===== src/rtl/srl_fifo_ctrl.sv =====
// srl_fifo_ctrl: control for a shift-register (SRL) FIFO store.
// Owns occupancy, storage write-enable and read address, and presents a
// first-word-fall-through valid/ready handshake on both sides.
// Optional build macro: SRL_FIFO_CTRL_USEDW_EN adds usedw and almost_full.
module srl_fifo_ctrl #(
   parameter int DATA_WIDTH = 1,
   parameter int ADDR_WIDTH = 1,
   parameter int DEPTH      = 2
) (
   input  logic                  clk,
   input  logic                  reset,
   input  logic                  in_write,
   output logic                  in_ready,
   input  logic [DATA_WIDTH-1:0] in_din,
   input  logic                  out_read,
   output logic                  out_valid,
   output logic [DATA_WIDTH-1:0] out_dout,
   output logic                  sr_we,
   output logic [ADDR_WIDTH-1:0] sr_addr,
   output logic [DATA_WIDTH-1:0] sr_din,
   input  logic [DATA_WIDTH-1:0] sr_dout
`ifdef SRL_FIFO_CTRL_USEDW_EN
   ,
   output logic [ADDR_WIDTH:0]   usedw,
   output logic                  almost_full
`endif
);

   localparam logic [ADDR_WIDTH:0] LP_DEPTH = DEPTH[ADDR_WIDTH:0];
   localparam logic [ADDR_WIDTH:0] LP_ONE   = {{ADDR_WIDTH{1'b0}}, 1'b1};

   logic [ADDR_WIDTH:0]   r_cnt;
   logic [ADDR_WIDTH-1:0] r_addr;
   logic                  r_in_ready;
   logic                  r_out_valid;

   logic                  w_wr_fire;
   logic                  w_rd_fire;
   logic [ADDR_WIDTH:0]   w_cnt_nxt;
   logic [ADDR_WIDTH-1:0] w_addr_nxt;
   logic                  w_in_ready_nxt;
   logic                  w_out_valid_nxt;

   // Fire terms gate on the registered flags, so cnt can never wrap.
   assign w_wr_fire = in_write & r_in_ready;
   assign w_rd_fire = out_read & r_out_valid;

   assign sr_we     = w_wr_fire;
   assign sr_din    = in_din;
   assign sr_addr   = r_addr;
   assign out_dout  = sr_dout;
   assign in_ready  = r_in_ready;
   assign out_valid = r_out_valid;

   // Next-state: a write alone grows, a read alone shrinks; both together
   // hold, since the shift plus unchanged pointer consumes the old head.
   always_comb begin
      w_cnt_nxt       = r_cnt;
      w_addr_nxt      = r_addr;
      w_in_ready_nxt  = r_in_ready;
      w_out_valid_nxt = r_out_valid;
      if (w_wr_fire && !w_rd_fire) begin
         w_cnt_nxt       = r_cnt + LP_ONE;
         w_out_valid_nxt = 1'b1;
         w_in_ready_nxt  = (w_cnt_nxt < LP_DEPTH);
         if (r_cnt != '0)
            w_addr_nxt = r_addr + 1'b1;
      end else if (w_rd_fire && !w_wr_fire) begin
         w_cnt_nxt       = r_cnt - LP_ONE;
         w_in_ready_nxt  = 1'b1;
         w_out_valid_nxt = (r_cnt > LP_ONE);
         if (r_cnt > LP_ONE)
            w_addr_nxt = r_addr - 1'b1;
      end
   end

   // State registers; reset drops contents immediately (storage untouched).
   always_ff @(posedge clk or posedge reset) begin
      if (reset) begin
         r_cnt       <= '0;
         r_addr      <= '0;
         r_in_ready  <= 1'b1;
         r_out_valid <= 1'b0;
      end else begin
         r_cnt       <= w_cnt_nxt;
         r_addr      <= w_addr_nxt;
         r_in_ready  <= w_in_ready_nxt;
         r_out_valid <= w_out_valid_nxt;
      end
   end

`ifdef SRL_FIFO_CTRL_USEDW_EN
   localparam logic [ADDR_WIDTH:0] LP_AF_LVL = LP_DEPTH - LP_ONE;
   localparam logic                LP_AF_RST = (DEPTH == 1);

   logic r_almost_full;

   assign usedw       = r_cnt;
   assign almost_full = r_almost_full;

   // Almost-full tracks the post-update occupancy.
   always_ff @(posedge clk or posedge reset) begin
      if (reset)
         r_almost_full <= LP_AF_RST;
      else
         r_almost_full <= (w_cnt_nxt >= LP_AF_LVL);
   end
`endif

endmodule


===== config.mk =====
export PLATFORM = sky130hd
export DESIGN_NAME = srl_fifo_ctrl
export DESIGN_NICKNAME = d
export VERILOG_FILES = /design/src/rtl/srl_fifo_ctrl.sv
export SDC_FILE = /design/constraint.sdc
export NUM_CORES = 1
export LEC_CHECK = 0
export CORE_AREA = 2 2 39 41
export DETAILED_ROUTE_END_ITERATION = 12
export DIE_AREA = 0 0 41 43
export GPL_TIMING_DRIVEN = 1
export SLEW_MARGIN = 30
export SYNTH_ARGS = -nofsm -noshare
export SYNTH_HDL_FRONTEND = slang
export SYNTH_SLANG_ARGS = --single-unit

===== constraint.sdc =====
create_clock -name clk -period 1.8 [get_ports clk]
set_clock_uncertainty 0.15 [all_clocks]
set_input_delay 0.27 -clock clk [delete_from_list [all_inputs] [get_ports clk]]
set_output_delay 0.27 -clock clk [all_outputs]
set_load 0.1 [all_outputs]

## Word level (Yosys, flattened, before mapping)

Index checks and enable logic that the tools add are counted.

- Multiplexer cells: 10
- Bitwise operators: 2
- Reduce and logical (&&, ||, !) cells: 8
- $lt $le $gt $ge: 2
- $add $sub $neg: 4
- Equal/unequal tests: 1

Operators by type and width:

| kind | number |
|---|---|
| $mux 1 | 8 |
| $reduce_bool 2->1 | 3 |
| $mux 2 | 2 |
| $reduce_and 3->1 | 1 |
| $add 2x1->2 const B | 1 |
| $and 1x1->1 | 2 |
| $gt 2x1->1 const B | 1 |
| $logic_and 1x1->1 | 2 |
| $logic_not 1->1 | 2 |
| $lt 2x2->1 const B | 1 |
| $ne 2x1->1 const B | 1 |
| $sub 2x1->2 const B | 1 |
| $add 1x1->1 const B | 1 |
| $sub 1x1->1 const B | 1 |

- Output and inout bits: 6
- Register bits: 5

## Depth between registers and ports, before layout

Gate-level depths: netlist of the first run.

- Depth after elaboration: 5
- Depth in mapped cells: 6
- Mapped depth without buffers: 5

## Worst setup path after synthesis of the first run

OpenSTA, ideal clock, no wires.

- Kind: register to register
- Start point: register r_in_ready (netlist: in_ready)
- End point: register r_addr (netlist: sr_addr)
- Path buffers: 1
- Setup time: 158 ps
- Path slack: -1059 ps
- Arrival: 2551 ps
- Stages on the path, launching flop included: 7
- Path through: dfstp_2 and2_1 ha_1 buf_6 nor2_2 a32oi_1 xnor2_1

- Cells in the longest elaborated chain, start to end: 5

RTL lines:

| what | RTL line | text |
|---|---|---|
| from (decl) | 34 | `logic r_in_ready;` |
| from (signal assigned) | 87 | `r_in_ready <= w_in_ready_nxt;` |
| $and 1x1->1 * | 45 | `assign w_wr_fire = in_write & r_in_ready;` |
| net sr_we | 18 | `output logic sr_we,` |
| $logic_not 1->1 | 68 | `end else if (w_rd_fire && !w_wr_fire) begin` |
| $logic_and 1x1->1 | 68 |  |
| $reduce_bool 2->1 (no source line) | - |  |
| $reduce_and 3->1 (no source line) | - |  |
| to (signal assigned) | 86 | `r_addr <= w_addr_nxt;` |
| to (decl) | 33 | `logic [ADDR_WIDTH-1:0] r_addr;` |

The timed path passes the listed nets; every way through them passes the cells marked *.
A chain may end at the register's enable or synchronous reset.

## Worst setup path in the final report of the first run

- Start point: register r_in_ready (netlist: in_ready)
- End point: output sr_we

- Cells in the longest elaborated chain, start to end: 1

RTL lines:

| what | RTL line |
|---|---|
| $and 1x1->1 | 45 |
| to (decl) | 18 |

Every way passes these cells.

==> results of run 1 <==
[how the worst max path moves through the flow]
| stage | endpoint | start | depth (start not counted) |
|---|---|---|---|
| 6_report | sr_we | in_ready | 2 |
| 5_1_grt | sr_we | in_ready | 2 |
| 4_1_cts | sr_we | in_ready | 2 |
| 3_5_place_dp | sr_addr | out_read | 6 |
| 3_3_place_gp | sr_addr | out_read | 6 |
| 2_1_floorplan | sr_addr | in_ready | 6 |
[sequential cells by signal (all words and copies together), names as in the netlist]
register,flops
r_cnt,2
out_valid,1
in_ready,1
sr_addr,1
[report_power, final]
| group | switching [mW] | internal [mW] | total (mW) | leakage [nW] |
|---|---|---|---|---|
| Sequential | 0 | 0.113 | 0.113 | 0.0656 |
| Clock | 0.0425 | 0.0836 | 0.126 | 0.0150 |
| Combinational | 0.00272 | 0.00576 | 0.00848 | 0.119 |
| Total | 0.0452 | 0.202 | 0.247 | 0.200 |
[cells in the mapped netlist, drive strengths merged]
cell type | n | area (um2)
dfstp | 1 | 26.3
and2 | 1 | 6.26
nor2 | 2 | 10.0
o21ai | 4 | 20.0
inv | 5 | 18.8
mux2 | 1 | 11.3
xor2 | 1 | 8.76
nand2 | 5 | 18.8
xnor2 | 1 | 8.76
dfrtp | 4 | 100
buf | 3 | 26.3
ha | 4 | 50.1
a32oi | 1 | 8.76
a21oi | 1 | 5.00
[final cells by class]
type | count | area share (%)
inverters | 5 | 3.94
multi-input cells | 21 | 34.1
repair buffers | 8 | 24.7
flip-flops and latches | 5 | 27.6
clock buffers | 4 | 5.51
well taps | 16 | 4.20
[kinds of logic after synthesis]
| kind of cell | count (synthesis) | share of synthesized area (%) |
|---|---|---|
| and+or+nand+nor | 8 | 11.0 |
| muxes | 1 | 3.53 |
| DFF | 5 | 39.6 |
| buffers and inverters | 8 | 14.1 |
| adders and majority gates | 4 | 15.7 |
| xor gates and xnor gates | 2 | 5.49 |
| AOI/OAI and AO/OA | 6 | 10.6 |
[per-layer routing]
metal	wire, um	track usage [%]	vias up
met4	0	2.00	0
li1	-	-	122
met5	0	0	-
met2	254	12.5	10
met3	58	7.85	0
met1	209	8.09	115
==> run summary, run 1 <==
The deepest level of the CTS H-tree came out at 1. The worst-case IR drop observed on VDD is 0.498 mV. Counting every sink on the clock net gives 5.

The worst min-delay path category was input port to asynchronous set/reset pin. The mapped netlist covers 319 um2. Setup slack on the critical path of the routed design comes to 0.159 ns. The static leakage power is 0.200 nW, and the layout-stage area growth over the synthesis result is 49.4%. Summing all multi-input logic gate instances after layout gives 163 um2. The count of hold buffers inserted by post-cts repair is 0, and the count of port buffers added during placement is 7.

Summed over all layers, the global routing overflow is 0. Clock tree synthesis inserted a total of 3 buffers. Number of setup buffers added after CTS: 0. Worst-path cell with the longest stage delay: sky130_fd_sc_hd__dfstp_4. The buffers plus inverters on the worst setup path is 1, and the endpoint required time on the critical path is 1.38 ns. The largest stage delay on the critical path was 0.63 ns; the number of max-cap violations was 0. For the final routed database, the setup TNS stands at 0 ns. The tightest slew margin relative to the limit is 86.9%, and the sequential fraction of the synthesis area is 39.6%. By startpoint and endpoint, the worst setup path is classified as register to primary output. The total number of vias was 247.

CTS placed an instance of sky130_fd_sc_hd__clkbuf_4 at the clock tree root. Timing would allow up to 609 MHz. The congestion estimate from routability-driven global placement came to 0.787. The die covers 1760 um2. Counting every instance in the synthesized netlist gives 34.

Data on the critical path arrives at its endpoint at 1.22 ns. The number of global-route vias before repair is 249. The DRC violations left came out at 0. Walking the worst path, the cells encountered are and2_4 -> buf_12. Cells fill 34.4% of the core in the end. The category of cells accounting for the largest share of critical-path delay was flip-flops.

The netlist uses 16 different library cells. The endpoint identified for the worst register-to-register timing path is sr_addr. The clock-pin slew on the worst setup and hold paths came out at 0.04 ns. The run gives 0 as the number of antenna diodes. STA classifies the critical path endpoint as a primary output. The filler cells instantiated in the layout total 141. The tools report the post-CTS resize count as 0. The run gives 0.24 ns as the clock network latency to the later pin of the worst-skew pair.

Once layout is complete, the cells apart from fillers number 59. The number of cells on the worst reg-to-reg path is 5. The number of antenna violations at the first check in global routing was 0; the horizontal die dimension was 41 um.

For the pin with the worst max-slew slack, the measured transition is 0.197 ns. The completed layout was analyzed and its total power is 0.247 mW. In the final layout, flip-flops and latches occupy 131 um2. Dividing the detail-routed via count by the number of cells gives 4.19.

The worst path in the final design needs a cycle of 1.64 ns, including I/O delays and setup. Setup repair after global routing left no endpoint under its margin. Along the worst path, the maximum fanout reaches 3.

The final layout net count came out at 54. The height of the die is 43 um, and the fraction of the cycle the final worst path needs is 91.2%. The flow ran to the end, and the final reports show no timing, DRC or antenna violations.

Global routing used 8.35% of the available tracks. Counting tap cells, the placed design contains a total of 55 instances. Setup violations remaining at the end of the flow were counted as 0.

The startpoint identified for the worst register-to-register timing path is in_ready. The detailed-router iteration count before antenna repair is 2, and the largest net degree at the start of global routing is 7. The initial core utilization was 23.1%; the post-synth net total was 44. Prior to clock tree synthesis, the placed netlist has a worst setup slack of 0.0394 ns. The final-report max-slew violation count was 0. The remaining antenna violation count is 0.

STA classifies the critical path startpoint as a register. In this run the cell area measured after placement is 450 um2. The fraction of layout instances using a drive strength above 1 is 32.6%, and the first-iteration detailed-routing DRC count is 5. Setup slack on the worst reg-to-reg path comes out at 0.19 ns.

The mean instance size in the synthesized netlist was 9.38 um2. The core region is 1380 um2. In this run, synthesis produced a sequential element count of 5. TritonCTS built the clock tree. The finished cells cover 477 um2. The number of hold violations in the final report was 0; the final wirelength was 522 um. The average routed wire per standard cell came out at 8.85 um.

Yosys printed 0 warnings. The power density of the placed cells was 519 nW/um2; the number of rows created at floorplan was 14. In the layout the commonest cells are 5 x sky130_fd_sc_hd__nand2_1, 5 x sky130_fd_sc_hd__inv_1, 4 x sky130_fd_sc_hd__o21ai_0, 4 x sky130_fd_sc_hd__buf_12. The clock passes through at most 2 buffers. The final HPWL from detailed placement came out at 452 um. The first global-routing pass estimated 972 um of wire. Hold timing on the final database bottoms out at a slack of 0.0762 ns. The run gives 12 as the total I/O pin count.
Power figures use the tool's default switching activity.
==> run 2: changes to the inputs <==
HOLD_SLACK_MARGIN = 0.03   (was not set)
==> results of run 2 <==
Same layout as run 1: the final DEF is identical, and so are final timing and power.
